`config.mk`:
```
export PLATFORM = sky130hd
export DESIGN_NAME = q3_serial_arb
export DESIGN_NICKNAME = d
export VERILOG_FILES = /design/src/rtl/q3_arb_pkg.sv /design/src/rtl/q3_serial_arb_rr_arb2.sv /design/src/rtl/q3_serial_arb.sv
export SDC_FILE = /design/constraint.sdc
export NUM_CORES = 1
export LEC_CHECK = 0
export CAP_MARGIN = 10
export CORE_MARGIN = 10
export CORE_UTILIZATION = 45
export CTS_CLUSTER_DIAMETER = 40
export DETAILED_ROUTE_END_ITERATION = 7
export GPL_ROUTABILITY_DRIVEN = 0
export PLACE_DENSITY = 0.73
export SLEW_MARGIN = 20
export SYNTH_ARGS = -nofsm -noshare
export SYNTH_HDL_FRONTEND = slang
export SYNTH_HIERARCHICAL = 1
export SYNTH_SLANG_ARGS = --single-unit
```
`constraint.sdc`:
```
create_clock -name c -period 6.5 [get_ports c]
set_clock_uncertainty 0.1 [all_clocks]
set_input_delay 1.3 -clock c [delete_from_list [all_inputs] [get_ports c]]
set_output_delay 1.3 -clock c [all_outputs]
set_load 0.01 [all_outputs]
```
`src/rtl/q3_arb_pkg.sv`:
```
// q3_arb_pkg
//   Shared definitions for the q3 serial arbiter:
//     - state_t      : frame controller states (idle, shifting, inter-frame gap)
//     - Q3_*_DEFAULT : default frame width and gap length
//     - cnt_width()  : width of the shared bit/gap counter, $clog2(max(W,GAP)+1)
package q3_arb_pkg;

    typedef enum logic [1:0] {
        ST_IDLE  = 2'd0,
        ST_SHIFT = 2'd1,
        ST_GAP   = 2'd2
    } state_t;

    localparam int Q3_W_DEFAULT   = 8;
    localparam int Q3_GAP_DEFAULT = 1;

    // One counter serves both the SHIFT and GAP phases, so it must be wide
    // enough for whichever phase is longer.
    function automatic int cnt_width(input int w, input int gap);
        int m;
        m = (w > gap) ? w : gap;
        return $clog2(m + 1);
    endfunction

endpackage

```
`src/rtl/q3_serial_arb_rr_arb2.sv`:
```
// rr_arb2
//   Two-way round-robin arbiter.
//   Ports:
//     c    in   clock
//     rst  in   asynchronous active-high reset (ptr -> 0)
//     req  in   [1:0] request vector
//     en   in   arbitration enable; no grant is produced while low
//     gnt  out  [1:0] one-hot (or zero) grant, combinational
//   ptr names the preferred requester. A lone requester always wins; with
//   both requesting, ptr decides. ptr moves to the other index after a grant.
module rr_arb2 (
    input  logic       c,
    input  logic       rst,
    input  logic [1:0] req,
    input  logic       en,
    output logic [1:0] gnt
);

    logic ptr_q;
    logic ptr_d;

    always_comb begin
        gnt   = 2'b00;
        ptr_d = ptr_q;
        if (en) begin
            if (req[0] && req[1]) begin
                gnt = ptr_q ? 2'b10 : 2'b01;
            end else begin
                gnt = req;
            end
        end
        // After granting k the other requester becomes preferred.
        if (en && (gnt != 2'b00)) begin
            ptr_d = gnt[0];
        end
    end

    always_ff @(posedge c or posedge rst) begin
        if (rst) begin
            ptr_q <= 1'b0;
        end else begin
            ptr_q <= ptr_d;
        end
    end

endmodule

```
`src/rtl/q3_serial_arb.sv`:
```
// q3_serial_arb
//   Shares one bit-serial line (the q3 detector's input) between two word
//   producers. A granted W-bit word is shifted out LSB-first, followed by
//   GAP idle cycles. Detector pulses returned on det (one cycle latency)
//   are counted over the matching window and reported in hits with a
//   one-cycle done pulse.
//   Ports:
//     c              in   clock
//     rst            in   asynchronous active-high reset
//     req0/req1      in   word requests, held until granted
//     data0/data1    in   [W-1:0] words, sampled in the grant cycle
//     gnt0/gnt1      out  one-cycle grant pulses (combinational in IDLE)
//     so / sv        out  serial bit / serial valid
//     det            in   detector output
//     hits           out  [HW-1:0] detector hits over the last frame window
//     done           out  one-cycle pulse, hits is final
//     owner          out  requester index of the last/current frame
module q3_serial_arb
    import q3_arb_pkg::*;
#(
    parameter int W   = Q3_W_DEFAULT,
    parameter int GAP = Q3_GAP_DEFAULT,
    parameter int HW  = $clog2(W + 1)
) (
    input  logic          c,
    input  logic          rst,
    input  logic          req0,
    input  logic          req1,
    input  logic [W-1:0]  data0,
    input  logic [W-1:0]  data1,
    output logic          gnt0,
    output logic          gnt1,
    output logic          so,
    output logic          sv,
    input  logic          det,
    output logic [HW-1:0] hits,
    output logic          done,
    output logic          owner
);

    localparam int CW = cnt_width(W, GAP);
    localparam logic [CW-1:0] SHIFT_LAST = CW'(W - 1);
    localparam logic [CW-1:0] GAP_LAST   = CW'(GAP - 1);

    state_t          state_q, state_d;
    logic [CW-1:0]   cnt_q,   cnt_d;
    logic [W-1:0]    sr_q,    sr_d;
    logic [HW-1:0]   hits_q,  hits_d;
    logic            owner_q, owner_d;
    logic            win_q,   win_d;    // SHIFT delayed by one: the det window
    logic            last_q,  last_d;   // marks the window's final sample cycle
    logic            done_q,  done_d;

    logic [1:0]      gnt;
    logic            arb_en;

    // Gating with rst keeps the grants low while reset is held.
    assign arb_en = (state_q == ST_IDLE) && !rst;

    rr_arb2 u_arb (
        .c   (c),
        .rst (rst),
        .req ({req1, req0}),
        .en  (arb_en),
        .gnt (gnt)
    );

    always_comb begin
        state_d = state_q;
        cnt_d   = cnt_q;
        sr_d    = sr_q;
        hits_d  = hits_q;
        owner_d = owner_q;

        // The detector answers one cycle after each serial bit, so the
        // sampling window is the SHIFT phase shifted by one cycle.
        win_d  = (state_q == ST_SHIFT);
        last_d = (state_q == ST_SHIFT) && (cnt_q == SHIFT_LAST);
        done_d = last_q;

        if (win_q && det) begin
            hits_d = hits_q + HW'(1);
        end

        case (state_q)
            ST_IDLE: begin
                if (gnt != 2'b00) begin
                    sr_d    = gnt[1] ? data1 : data0;
                    owner_d = gnt[1];
                    hits_d  = '0;
                    cnt_d   = '0;
                    state_d = ST_SHIFT;
                end
            end
            ST_SHIFT: begin
                sr_d = {1'b0, sr_q[W-1:1]};
                if (cnt_q == SHIFT_LAST) begin
                    cnt_d   = '0;
                    state_d = ST_GAP;
                end else begin
                    cnt_d = cnt_q + CW'(1);
                end
            end
            ST_GAP: begin
                if (cnt_q == GAP_LAST) begin
                    cnt_d   = '0;
                    state_d = ST_IDLE;
                end else begin
                    cnt_d = cnt_q + CW'(1);
                end
            end
            default: begin
                cnt_d   = '0;
                state_d = ST_IDLE;
            end
        endcase
    end

    always_ff @(posedge c or posedge rst) begin
        if (rst) begin
            state_q <= ST_IDLE;
            cnt_q   <= '0;
            sr_q    <= '0;
            hits_q  <= '0;
            owner_q <= 1'b0;
            win_q   <= 1'b0;
            last_q  <= 1'b0;
            done_q  <= 1'b0;
        end else begin
            state_q <= state_d;
            cnt_q   <= cnt_d;
            sr_q    <= sr_d;
            hits_q  <= hits_d;
            owner_q <= owner_d;
            win_q   <= win_d;
            last_q  <= last_d;
            done_q  <= done_d;
        end
    end

    // Serial outputs decode straight from state so reset clears them at once.
    assign sv    = (state_q == ST_SHIFT);
    assign so    = (state_q == ST_SHIFT) && sr_q[0];
    assign gnt0  = gnt[0];
    assign gnt1  = gnt[1];
    assign hits  = hits_q;
    assign done  = done_q;
    assign owner = owner_q;

endmodule
```
# --- Word-level counts from Yosys, hierarchy flattened ---
# Index checks and enable logic that the tools add are counted.
totals:
  regBits: 23
  output_inout_bits: 10
  wordCells: 48
classes:
  add_sub_neg: 2
  n_eq_ne: 6
  mux: 17
  reduce_logical: 14
op_table:
  columns: ["cell", "n"]
  rows:
  - ["2-to-1 mux 4 bit", 6]
  - ["2-to-1 mux 8 bit", 2]
  - ["one-hot mux 8 bit (2 select lines)", 1]
  - ["2-to-1 mux 2 bit", 6]
  - ["one-hot mux 4 bit (3 select lines)", 1]
  - ["adder 4 x 1 -> 4 bit, second input constant", 2]
  - ["logical AND 1 bit", 6]
  - ["one-hot mux 2 bit (3 select lines)", 1]
  - ["== test 4 x 3 -> 1 bit, second input constant", 1]
  - ["logical NOT 4 bit", 1]
  - ["!= test 2 x 1 -> 1 bit, second input constant", 2]
  - ["AND reduction 2 bit", 2]
  - ["nonzero test 2 bit", 2]
  - ["AND reduction 3 bit", 1]
  - ["== test 2 x 1 -> 1 bit, second input constant", 1]
  - ["== test 2 bit, second input constant", 1]
  - ["logical NOT 2 bit", 1]
  - ["!= test 2 bit, second input constant", 1]
  - ["logical NOT 1 bit", 1]

# --- Logic depth before layout (Yosys ltp) ---
depth:
  depth_word: 6
  ltp_mapped: 10
  depth_no_buf: 8

# --- By module ---
# The synthesis kept the hierarchy.
modules_own_cells:
  columns: ["mod", "n_inst", "cells_per_inst", "area_per_inst_um2", "seq_area_each_um2"]
  rows:
  - ["q3_serial_arb", 1, 117, 1242.4, 550.5]
  - ["rr_arb2", 1, 9, 65.1, 25.0]

# --- Worst setup path before layout ---
# Ideal clock, no wire load.
synth_path:
  path_kind: "input to output"
  startpoint: "input port rst"
  endpoint: "output port gnt0"
  t_arrival_ns: 1.916
  path_slack_ns: 3.184
  path_stages: 3
  path_buffers: 0
  cell_sequence: "nor2b_1 > nand2_1 > a21oi_1"
synth_via:
  elab_chain_cells: 3
synth_lines:
  columns: ["element", "line_no", "text"]
  rows:
  - ["from (decl)", "q3_serial_arb.sv:26", "input logic rst,"]
  - ["logical NOT 1 bit (no source line)", null, null]
  - ["logical AND 1 bit", "q3_serial_arb.sv:58", "assign arb_en = (state_q == ST_IDLE) && !rst;"]
  - ["2-to-1 mux 2 bit", "q3_serial_arb_rr_arb2.sv:25", "if (en) begin"]
  - ["to (decl)", "q3_serial_arb.sv:31", "output logic gnt0,"]
# Every way passes these cells.

# --- Final worst setup path ---
layout_path:
  startpoint: "input port rst"
  endpoint: "output port gnt0"
layout_via:
  elab_chain_cells: 3
layout_lines:
  columns: ["element", "line_no", "text"]
  rows:
  - ["logical NOT 1 bit (no source line)", null, null]
  - ["logical AND 1 bit", "q3_serial_arb.sv:58", null]
  - ["via arb_en", "q3_serial_arb.sv:55", "logic arb_en;"]
  - ["2-to-1 mux 2 bit", "q3_serial_arb_rr_arb2.sv:25", null]
# The timed path passes the listed nets, and every way through them passes these cells.

==> run summary <==
FFs w/ async S/R, synth: 100%
CP arrival: 3.06 ns
wire length per cell: 15.4 um
Post-Syn Area: 1310 um^2
TNS Setup: 0 ns
Gate Count Post-Synth: 126
met2 usage: 19.0%
max frequency: 224 MHz
CP max stage cell: clkdlybuf4s50_1
WL final: 2.88 mm
largest net degree at the start of global routing: 25
DRT iter0 DRCs: 19
Worst setup SP type: input pin
RSZ-0062 raised after global routing: no
grt met1 use: 11.9%
GRT overflow: 0
via/cell ratio: 5.50
Tot GR Track Use: 10.8%
synth unique cells: 36
layout cell share with drive strength beyond 1: 10.9%
Critical Path RT: 5.10 ns
vias: 1,028
clock root cell: clkbuf_4
syn_nets: 154
status: completed
r2r endpoint: sr_q[0]$_DFFE_PP0P_
row count: 19
Final Hold Vio Count: 0
kind of critical path: in2out
area grow syn2layout: 26.1%
vias in the first global route: 1,046
clock buffer depth: 2
Die H: 73.9 um
top_reg_cell synth: dfrtp_1
postcts setup bufs: 0
H-tree Lvls: 1
relative slew slack: 42.7%
CTS tree: built
cts hold-fix bufs: 0
worst reg2reg path depth: 8
EDFF count, synth: 0
die area: 5460 um^2
CP delay by family, top: buffers and inverters
Avg Synthesized Cell Area: 10.4 um^2
port bufs: 30
Initial Util: 47.4%
drc violations: 0
die width: 73.9 um
clock sinks: 23
Tcrit/Tclk final: 68.6%
DPL Wire Length: 2.25 mm
GRT Max-Usage Layer: met2
hold crit path type: reg2reg
Worst-path clk slew: 0.13 ns
Pwr Density: 382 nW/um^2
critical path's largest stage delay: 0.63 ns
Max Slew Vio Count: 0
Reg area: 576 um^2
Seq/Total Area, Yosys: 44.0%
crit path launch: rst
synth warn: 6
worst path cell trace: clkdlybuf4s50_1, nor2b_1, nand2_1, a21oi_1, clkdlybuf4s50_1
clock latency on the worst-skew pair: 0.31 ns
first-pass GRT wire length: 4.75 mm
CORE AREA: 2760 um^2
synthesized flop and latch total: 23
min Tclk post-route: 4.46 ns
Setup violations, final: 0
cts repair resizes: 0
Layout fillers: 243
total CTS buffers: 3
initial antenna violation count: 0
footprint of the multi-input gates: 669 um^2
CP Capture Point: gnt0
met3 usage: 3.50%
max_cap viols: 0
maximum fanout along the worst path: 6
cell depth of the worst setup path: 5
Max IR drop VDD: 0.278 mV
antenna cells: 0
final net count: 185
1st-pass router iterations: 4
critical path's most frequent cell: clkdlybuf4s50_1
total power: 0.630 mW
R2R Setup Slk: 3.83 ns
Tightest Pin Transition: 0.858 ns
Critical Path Sink Type: output port
Critical path buffers and inverters: 2
Final ANT Viol Nets: 0
worst flop-to-flop path startpoint: state_q[1]$_DFFE_PP0P_
IO Pins: 31
Static Leak: 0.698 nW
==> through the flow <==
stage | area [um^2] | instances | utilization (%) | hold slack [ns] | setup WS (ns)
2_1_floorplan | 1310 | 126 | - | 0.231 | 3.18
3_3_place_gp | 1620 | 183 | 58.8 | 0.234 | 2.16
3_5_place_dp | 1620 | 183 | 58.8 | 0.238 | 2.04
4_1_cts | 1650 | 187 | 59.8 | 0.268 | 2.05
5_1_grt | 1650 | 187 | 59.8 | 0.295 | 1.86
6_report | 1650 | 187 | 59.8 | 0.266 | 2.04
==> sequential cells by signal, summed over array words and instances, names as in the netlist <==
name,count
cnt_q,4
done,1
done_d,1
hits,4
owner,1
sr_q,8
state_q,2
u_arb/ptr_q,1
win_q,1
==> cell type report <==
class | instances | share of cell area [%]
Clock buffer | 3 | 1.37
Clock inverter | 1 | 0.303
Inverter | 8 | 1.82
Multi-Input combinational cell | 90 | 40.6
Sequential cell | 23 | 34.9
Tap cell | 31 | 2.35
Timing Repair Buffer | 31 | 18.7
==> synthesized netlist by cell type (2+ instances only) <==
cell / instances / area, um^2
o21a_1: 2 / 15.0
nor2_1: 4 / 15.0
xor2_1: 2 / 17.5
o21ai_0: 10 / 50.1
nand2b_1: 2 / 12.5
inv_1: 8 / 30.0
a21oi_1: 5 / 25.0
buf_2: 2 / 10.0
dfrtp_1: 23 / 576
nor4bb_1: 2 / 20.0
ha_1: 7 / 87.6
or3_1: 3 / 18.8
o31ai_1: 3 / 22.5
nand3_1: 4 / 20.0
nand2_1: 13 / 48.8
nor2b_1: 2 / 12.5
mux2_2: 8 / 90.1
mux2i_1: 8 / 80.1
==> routing by layer <==
metal  vias to the layer above  share of wire, %
met5                         -                 0
met4                         0               1.0
met3                         4               5.8
met2                        23                52
met1                       499                41
li1                        502                 -
==> logic make-up (layout without fill, tap and decap cells) <==
group	after synthesis	count (layout)	synth area share, %
mux	17	17	13.9
xor+xnor	2	2	1.34
buf+inv	13	43	4.78
fa+ha+maj	7	7	6.70
compound gates	27	27	13.4
flops	23	23	44.0
simple gates	37	37	15.9
==> power by group <==
group,switching [mW],internal [mW],leakage (nW)
sequential,0.0352,0.196,0.294
clock,0.0442,0.0230,0.0177
combinational,0.162,0.170,0.386
total,0.241,0.389,0.698
==> worst reg2reg max path, delay by kind of cell, from the launching register on <==
| kind | cells | cell delay, ns |
|---|---|---|
| AO/OA/AOI/OAI | 2 | 0.54 |
| buffers and inverters | 1 | 0.11 |
| flip-flops | 1 | 0.43 |
| multiplexers | 1 | 0.36 |
| AND/OR/NAND/NOR | 3 | 0.70 |
| adder cells (fa/ha/maj) | 1 | 0.33 |
==> worst min-delay path by stage <==
stage               slack (ns)              from  cells past startpoint             end
floorplan                 0.23  done_d$_DFF_PP0_                      0  done$_DFF_PP0_
global placement          0.23  done_d$_DFF_PP0_                      0  done$_DFF_PP0_
detailed placement        0.24  done_d$_DFF_PP0_                      0  done$_DFF_PP0_
CTS                       0.27  done_d$_DFF_PP0_                      0  done$_DFF_PP0_
global route              0.30  done_d$_DFF_PP0_                      0  done$_DFF_PP0_
finish                    0.27  done_d$_DFF_PP0_                      0  done$_DFF_PP0_
==> cells in the final DEF (no fill, tap or decap), types with 3 or more instances in the layout <==
master,synthesis,final
inv_1,8,8
nor2_1,4,4
o21ai_0,10,10
ha_1,7,7
nand2_1,13,13
or3_1,3,3
clkdlybuf4s50_1,0,30
o31ai_1,3,3
a21oi_1,5,5
dfrtp_1,23,23
clkbuf_4,0,3
mux2i_1,8,8
mux2_2,8,8
nand3_1,4,4
Note: power is estimated with default switching activity, not from simulation.
